File: config.mk
export PLATFORM = sky130hd
export DESIGN_NAME = branch_ctrl
export DESIGN_NICKNAME = d
export VERILOG_FILES = /design/src/rtl/cpu_pkg.sv /design/src/rtl/cond_eval.sv /design/src/rtl/branch_ctrl.sv
export SDC_FILE = /design/constraint.sdc
export NUM_CORES = 1
export LEC_CHECK = 0
export CORE_MARGIN = 1.5
export CORE_UTILIZATION = 45
export CTS_CLUSTER_SIZE = 30
export DETAILED_ROUTE_END_ITERATION = 6
export DONT_BUFFER_PORTS = 1
export SYNTH_ARGS = -nofsm -noshare
export SYNTH_HDL_FRONTEND = slang
export SYNTH_HIERARCHICAL = 1
export SYNTH_SLANG_ARGS = --single-unit
File: constraint.sdc
create_clock -name clk -period 3.3 [get_ports clk]
set_input_delay 0.66 -clock clk [delete_from_list [all_inputs] [get_ports clk]]
set_output_delay 0.66 -clock clk [all_outputs]
set_load 0.1 [all_outputs]
File: src/rtl/cpu_pkg.sv
// rtl/cpu_pkg.sv - shared CPU constants: condition codes, flag indices, branch FSM states
package cpu_pkg;

  localparam logic [2:0] COND_AL = 3'b000;
  localparam logic [2:0] COND_EQ = 3'b001;
  localparam logic [2:0] COND_NE = 3'b010;
  localparam logic [2:0] COND_LT = 3'b011;
  localparam logic [2:0] COND_GE = 3'b100;
  localparam logic [2:0] COND_CS = 3'b101;
  localparam logic [2:0] COND_CC = 3'b110;
  localparam logic [2:0] COND_NV = 3'b111;

  // Bit positions within the {N,Z,C,V} flag nibble
  localparam int FLAG_N = 3;
  localparam int FLAG_Z = 2;
  localparam int FLAG_C = 1;
  localparam int FLAG_V = 0;

  typedef enum logic {
    ST_IDLE  = 1'b0,
    ST_FLUSH = 1'b1
  } br_state_t;

endpackage

File: src/rtl/cond_eval.sv
// rtl/cond_eval.sv - combinational condition-code evaluator over {N,Z,C,V}
module cond_eval
  import cpu_pkg::*;
(
  input  logic [3:0] flags,
  input  logic [2:0] cond,
  output logic       taken
);

  always_comb begin
    taken = 1'b0;
    case (cond)
      COND_AL: taken = 1'b1;
      COND_EQ: taken = flags[FLAG_Z];
      COND_NE: taken = ~flags[FLAG_Z];
      COND_LT: taken = flags[FLAG_N] ^ flags[FLAG_V];
      COND_GE: taken = ~(flags[FLAG_N] ^ flags[FLAG_V]);
      COND_CS: taken = flags[FLAG_C];
      COND_CC: taken = ~flags[FLAG_C];
      COND_NV: taken = 1'b0;
      default: taken = 1'b0;
    endcase
  end

endmodule

File: src/rtl/branch_ctrl.sv
// rtl/branch_ctrl.sv - branch resolution: flags register, target calc, PC load pulse, wrong-path flush
module branch_ctrl
  import cpu_pkg::*;
#(
  parameter int OFFSET_W     = 16,
  parameter int FLUSH_CYCLES = 2,
  parameter int CNT_W        = 16
) (
  input  logic                clk,
  input  logic                rst,
  input  logic                br_valid,
  input  logic [2:0]          br_cond,
  input  logic                br_reg,
  input  logic [OFFSET_W-1:0] br_offset,
  input  logic [31:0]         cur_pc,
  input  logic [31:0]         reg_val,
  input  logic                flag_we,
  input  logic [3:0]          alu_flags,
  output logic                branch,
  output logic [31:0]         branch_adrx,
  output logic                flush,
  output logic [3:0]          flags,
  output logic [CNT_W-1:0]    taken_cnt
);

  localparam logic [2:0] FLUSH_INIT = 3'(FLUSH_CYCLES - 1);

  br_state_t   state;
  logic [2:0]  flush_cnt;
  logic [3:0]  eff_flags;
  logic        taken;
  logic [31:0] offset_sext;
  logic [31:0] target;

  // Forward the ALU's flags so a compare-and-branch pair resolves in one cycle
  assign eff_flags   = flag_we ? alu_flags : flags;
  assign offset_sext = {{(32-OFFSET_W){br_offset[OFFSET_W-1]}}, br_offset};
  assign target      = br_reg ? reg_val : (cur_pc + 32'd1 + offset_sext);

  cond_eval u_cond_eval (
    .flags (eff_flags),
    .cond  (br_cond),
    .taken (taken)
  );

  always_ff @(posedge clk) begin
    if (rst) begin
      state       <= ST_IDLE;
      flush_cnt   <= 3'd0;
      branch      <= 1'b0;
      branch_adrx <= 32'd0;
      flush       <= 1'b0;
      flags       <= 4'd0;
      taken_cnt   <= '0;
    end else begin
      if (flag_we) flags <= alu_flags;
      case (state)
        ST_IDLE: begin
          if (br_valid && taken) begin
            branch      <= 1'b1;
            branch_adrx <= target;
            flush       <= 1'b1;
            flush_cnt   <= FLUSH_INIT;
            if (taken_cnt != {CNT_W{1'b1}}) taken_cnt <= taken_cnt + CNT_W'(1);
            state       <= ST_FLUSH;
          end else begin
            branch <= 1'b0;
          end
        end
        // Instructions seen here are wrong-path, so br_valid is deliberately ignored
        ST_FLUSH: begin
          branch <= 1'b0;
          if (flush_cnt != 3'd0) begin
            flush_cnt <= flush_cnt - 3'd1;
          end else begin
            flush <= 1'b0;
            state <= ST_IDLE;
          end
        end
        default: state <= ST_IDLE;
      endcase
    end
  end

endmodule

Word level (Yosys, flattened, before mapping)
Cells that the tools add are included.

storage, ports and cells
  register bits after elaboration = 58
  latch bits = 0
  memory bits (writable) = 0
  bits in read-only memories = 0
  logic and storage cells = 47
  memories kept = 0

operators by class
  $add $sub $neg = 4
  multiply operators = 0
  divide/modulo/power cells = 0
  $lt $le $gt $ge = 0
  equal/unequal tests = 11
  shift operators = 0
  muxes and demuxes = 13
  bitwise gates (word level) = 5
  reductions and logical operators = 7

operators by type and width
  cell                                                                    count
  32-bit by 1-bit adder with 32-bit output (second input constant)        1
  32-bit adder                                                            1
  32-bit two-way mux                                                      1
  16-bit by 1-bit adder with 16-bit output (second input constant)        1
  16-bit != test (second input constant)                                  1
  3-bit equality test (second input constant)                             4
  1-bit one-hot mux with 8 select lines                                   1
  3-bit by 2-bit equality test with 1-bit output (second input constant)  2
  3-bit two-way mux                                                       2
  1-bit one-hot mux with 2 select lines                                   3
  3-bit one-hot mux with 2 select lines                                   1
  2-bit AND reduction                                                     3
  1-bit two-way mux                                                       4
  4-bit two-way mux                                                       1
  2-bit != test (second input constant)                                   2
  1-bit NOT                                                               4
  3-bit by 1-bit equality test with 1-bit output (second input constant)  1
  3-bit zero test                                                         1
  3-bit AND reduction                                                     1
  3-bit nonzero test                                                      1
  3-bit by 1-bit subtractor with 3-bit output (second input constant)     1
  2-bit by 1-bit != test with 1-bit output (second input constant)        1
  1-bit logical AND                                                       1
  1-bit bitwise XOR                                                       1

Depth between registers and ports, before layout
  word-level depth = 7
  gate-level depth with buffers = 12
  mapped depth without buffers = 11

Cells and area by module
Netlist, hierarchy kept.

modules (own cells, without submodules)
  module       times used  cells an instance  area an instance (um2)  sequential area each (um2)
  branch_ctrl  1           572                4391.7                  1161.1
  cond_eval    1           9                  61.3                    0.0

Worst setup path before layout
Ideal clock, no wire load.

  kind = register to register
  start point = register flags[3]
  end point = register taken_cnt[9]
  data arrival time = 3.218 ns
  slack = 0.011 ns
  cell stages (with the launch flop) = 13
  path buffers = 1
  clock period less this slack = 3.289 ns
  cell sequence = dfxtp_1 -> mux2_2 -> xor2_1 -> a31oi_1 -> o221ai_1 -> nand2_1 -> or2_2 -> buf_2 -> a41o_1 -> nor2_4 -> nand3_2 -> or3_1 -> a21oi_1

between the ends
  longest elaborated chain between the ends = 6

ends and longest elaborated chain
  element                                    line                              text
  start: declaration                         branch_ctrl.sv:22                 output logic [3:0] flags,
  start signal: assignment                   branch_ctrl.sv:56                 if (flag_we) flags <= alu_flags;
  4-bit two-way mux (*)                      n/a
  via eff_flags[3]                           branch_ctrl.sv:30                 logic [3:0] eff_flags;
  1-bit bitwise XOR (*)                      cond_eval.sv:16, cond_eval.sv:17
  1-bit NOT                                  cond_eval.sv:17                   COND_GE: taken = ~(flags[FLAG_N] ^ flags[FLAG_V]);
  1-bit one-hot mux with 8 select lines (*)  cond_eval.sv:12                   case (cond)
  via taken                                  branch_ctrl.sv:31                 logic taken;
  1-bit logical AND (*)                      branch_ctrl.sv:59                 if (br_valid && taken) begin
  3-bit AND reduction (no source line) (*)   n/a
  end signal: assignment                     branch_ctrl.sv:64                 if (taken_cnt != {CNT_W{1'b1}}) taken_cnt <= taken_cnt + CNT_W'(1);
  end: declaration                           branch_ctrl.sv:23                 output logic [CNT_W-1:0] taken_cnt

The timed path passes the listed nets; every way through them passes the cells marked *.
A chain may end at the register's enable or synchronous reset.

Worst setup path in the final report
  start point = input br_offset[0]
  end point = register branch_adrx[20]

between the ends
  longest elaborated chain between the ends = 2

ends and longest elaborated chain
  element                 line               text
  start: declaration      branch_ctrl.sv:14  input logic [OFFSET_W-1:0] br_offset,
  32-bit adder            branch_ctrl.sv:38  assign target = br_reg ? reg_val : (cur_pc + 32'd1 + offset_sext);
  32-bit two-way mux      branch_ctrl.sv:38
  end signal: assignment  branch_ctrl.sv:61  branch_adrx <= target;
  end: declaration        branch_ctrl.sv:20  output logic [31:0] branch_adrx,

Every way passes these cells.

==> impl_metrics.json <==
{
  "status": "finished clean",
  "rsz0062_at_grt": "no",
  "area_delta_synth_final_pct": 11.1,
  "synth_ff_type": "dfxtp_1",
  "coreArea_um2": 9680,
  "seq_area_frac_synth_pct": 26.1,
  "pwr_density_cell_nw_per_um2": 517,
  "end_kind": "flop",
  "place.gp.congestion": 0.956,
  "worstPathArrival_ps": 3020,
  "synth_area_leader_cell": "dfxtp_1",
  "grt_pass1_wl_um": 18900,
  "synth-simple-area-share_pct": 21.9,
  "htreeDepth": 3,
  "muxShareOfSynthArea_pct": 3.32,
  "utilization_pct": 51.1,
  "numCtsBuffers": 9,
  "synth-adder-area-share_pct": 10.0,
  "synth-compound-area-share_pct": 27.3,
  "synth_edf_count": 0,
  "track_usage_pct": 23.0,
  "cp_max_fo": 5,
  "grt_pass1_vias": 3840,
  "p_leak_uw": 0.00192,
  "max_cap_violations": 0,
  "cts_buffer_depth": 2,
  "fin_area_um2": 4950,
  "antenna_found_initial": 3,
  "start_util_pct": 46.0,
  "hold_viol": 0,
  "layout-drive-gt1-share_pct": 10.3,
  "syn_inst": 581,
  "cp-start-kind": "input pin",
  "rows": 36,
  "clkTransAtPathRegs_ps": 70,
  "worstMarginPinSlew_ps": 1040,
  "hpwl_um": 9480,
  "netlist_area_um2": 4450,
  "cts_root_buf": "clkbuf_8",
  "vias": 4266,
  "cts.repair.resized": 0,
  "yosys.cell_count.top_type": "nor2_1",
  "synth_seq_cells": 58,
  "die-width_um": 102,
  "fillerInstances": 972,
  "post-route-period-util_pct": 84.1,
  "ios": 146,
  "holdCritPathClass": "input pin to flop",
  "totalWireLength_um": 12200,
  "peakVddDrop_mv": 0.279,
  "synth_top_area_share_pct": 26.1,
  "cts_tree": "built",
  "synthTopCellsByCount": "62 x nor2_1, 58 x dfxtp_1, 57 x nand2_1",
  "yosysWarnings": 6,
  "crit_required_ps": 3550,
  "wl_per_cell_um": 16.8,
  "final_max_slew_viol_count": 0,
  "drtIter0Drc": 172,
  "portBuffers": 0,
  "whs_ps": 381,
  "drc": 0,
  "fin_crit_ps": 2770,
  "grt_max_degree": 61,
  "slew_headroom_pct": 30.3,
  "setup_violations": 0,
  "synthXorXnorAreaFrac_pct": 6.69,
  "clkSinkCount": 58,
  "drtPass1Iterations": 4,
  "antenna_left": 0,
  "finish.net_count": 713,
  "syn-num-nets": 708,
  "clock_latency_ps": 340,
  "yosys-top-cells-area": "dfxtp_1 26%, ha_1 9.6%, a21oi_1 5.8%",
  "hold_buffers": 0,
  "finalSetupTns_ps": 0,
  "grt_overflow_total": 0,
  "dpl_cell_area_um2": 4680,
  "fp.dieH_um": 102,
  "synth_top_family_by_area": "compound AO/OA/AOI/OAI gates",
  "synth_cell_types": 64,
  "dieArea_um2": 10500,
  "crit_type": "input pin to flop",
  "post-cts-setup-buffers": 0,
  "synth.avg_cell_area_um2": 7.66,
  "routed_via_density": 5.88,
  "synthArstFlopShare_pct": 0,
  "skew_ps": 5.00,
  "max_freq_mhz": 360
}
-- power by group --
group          internal (uW)  total [uW]  switching (uW)
Clock                    598         872             275
Sequential               750        1080             332
Combinational            232         602             371
-- metal layers --
layer | vias up | wire length (um) | share of wire [%] | global-route usage [%]
met1 | 1958 | 5280 | 43 | 28.9
met2 | 127 | 5620 | 46 | 36.7
met4 | 2 | 475 | 3.9 | 12.5
met3 | 33 | 767 | 6.3 | 4.86
met5 | - | 15 | 0.12 | 0
li1 | 2146 | - | - | -
-- critical path, stage by stage --
cell and delay [ps]:
inv_1 50, ha_1 170, inv_1 60, fa_1 420
a211oi_1 330, o21ai_0 260, a21oi_1 320, o21ai_2 140
a21boi_0 220, xor2_1 110, a221oi_1 280
-- metrics by stage --
| step | power [uW] | std cells | setup slack, ps |
|---|---|---|---|
| after floorplan | 1580 | 581 | 11.5 |
| after global placement | 1680 | 708 | 237 |
| after detailed placement | 1690 | 708 | 180 |
| after CTS | 2580 | 724 | 538 |
| after global routing | 2680 | 724 | 258 |
| final | 2560 | 725 | 526 |
-- flip-flops by register name, summed over array words and instances, names as in the netlist --
signal       count
branch_adrx     32
flags            4
branch           1
flush            1
flush_cnt        3
taken_cnt       16
state            1
-- placed cells by master, fill, tap and decap left out, types with 7 or more instances in the layout --
cell / Yosys / final
nor2_1: 62 / 61
dfxtp_1: 58 / 58
nand2_1: 57 / 57
a21oi_1: 52 / 52
o21ai_0: 39 / 39
ha_1: 34 / 34
buf_4: 0 / 26
xor2_1: 21 / 21
inv_1: 17 / 17
a211oi_1: 16 / 16
nor3_1: 15 / 15
xnor2_1: 13 / 13
nand4_1: 12 / 12
or3_1: 11 / 11
a21o_1: 10 / 10
clkbuf_8: 0 / 10
nand3_1: 8 / 8
mux2i_1: 8 / 8
and3_1: 7 / 7
nor2b_1: 7 / 7
o211ai_1: 7 / 7
-- final timing paths --
path                 from              end  slack [ps]  depth (start not counted)
max          br_offset[0]  branch_adrx[20]         530                         11
min                   rst    taken_cnt[12]         380                          1
max reg2reg      flags[0]    taken_cnt[13]         610                         11
min reg2reg  flush_cnt[0]     flush_cnt[0]         460                          1
-- cell families after synthesis --
family                     count (synthesis)
AOI/OAI and AO/OA                        187
buffers and inverters                     49
DFF                                       58
and+or+nand+nor                          204
xor gates and xnor gates                  34
adders and majority gates                 35
muxes                                     14
-- cell type report --
type	instances	area [um2]	area share [%]
multi-input cells	474	3090	62.5
flip-flops and latches	58	1160	23.5
repair buffers	26	195	3.95
well taps	133	166	3.36
clock buffers	11	141	2.86
clock inverters	5	125	2.53
inverters	17	63.8	1.29
diodes	1	2.50	0.0506
Note: power is estimated with default switching activity, not from simulation.
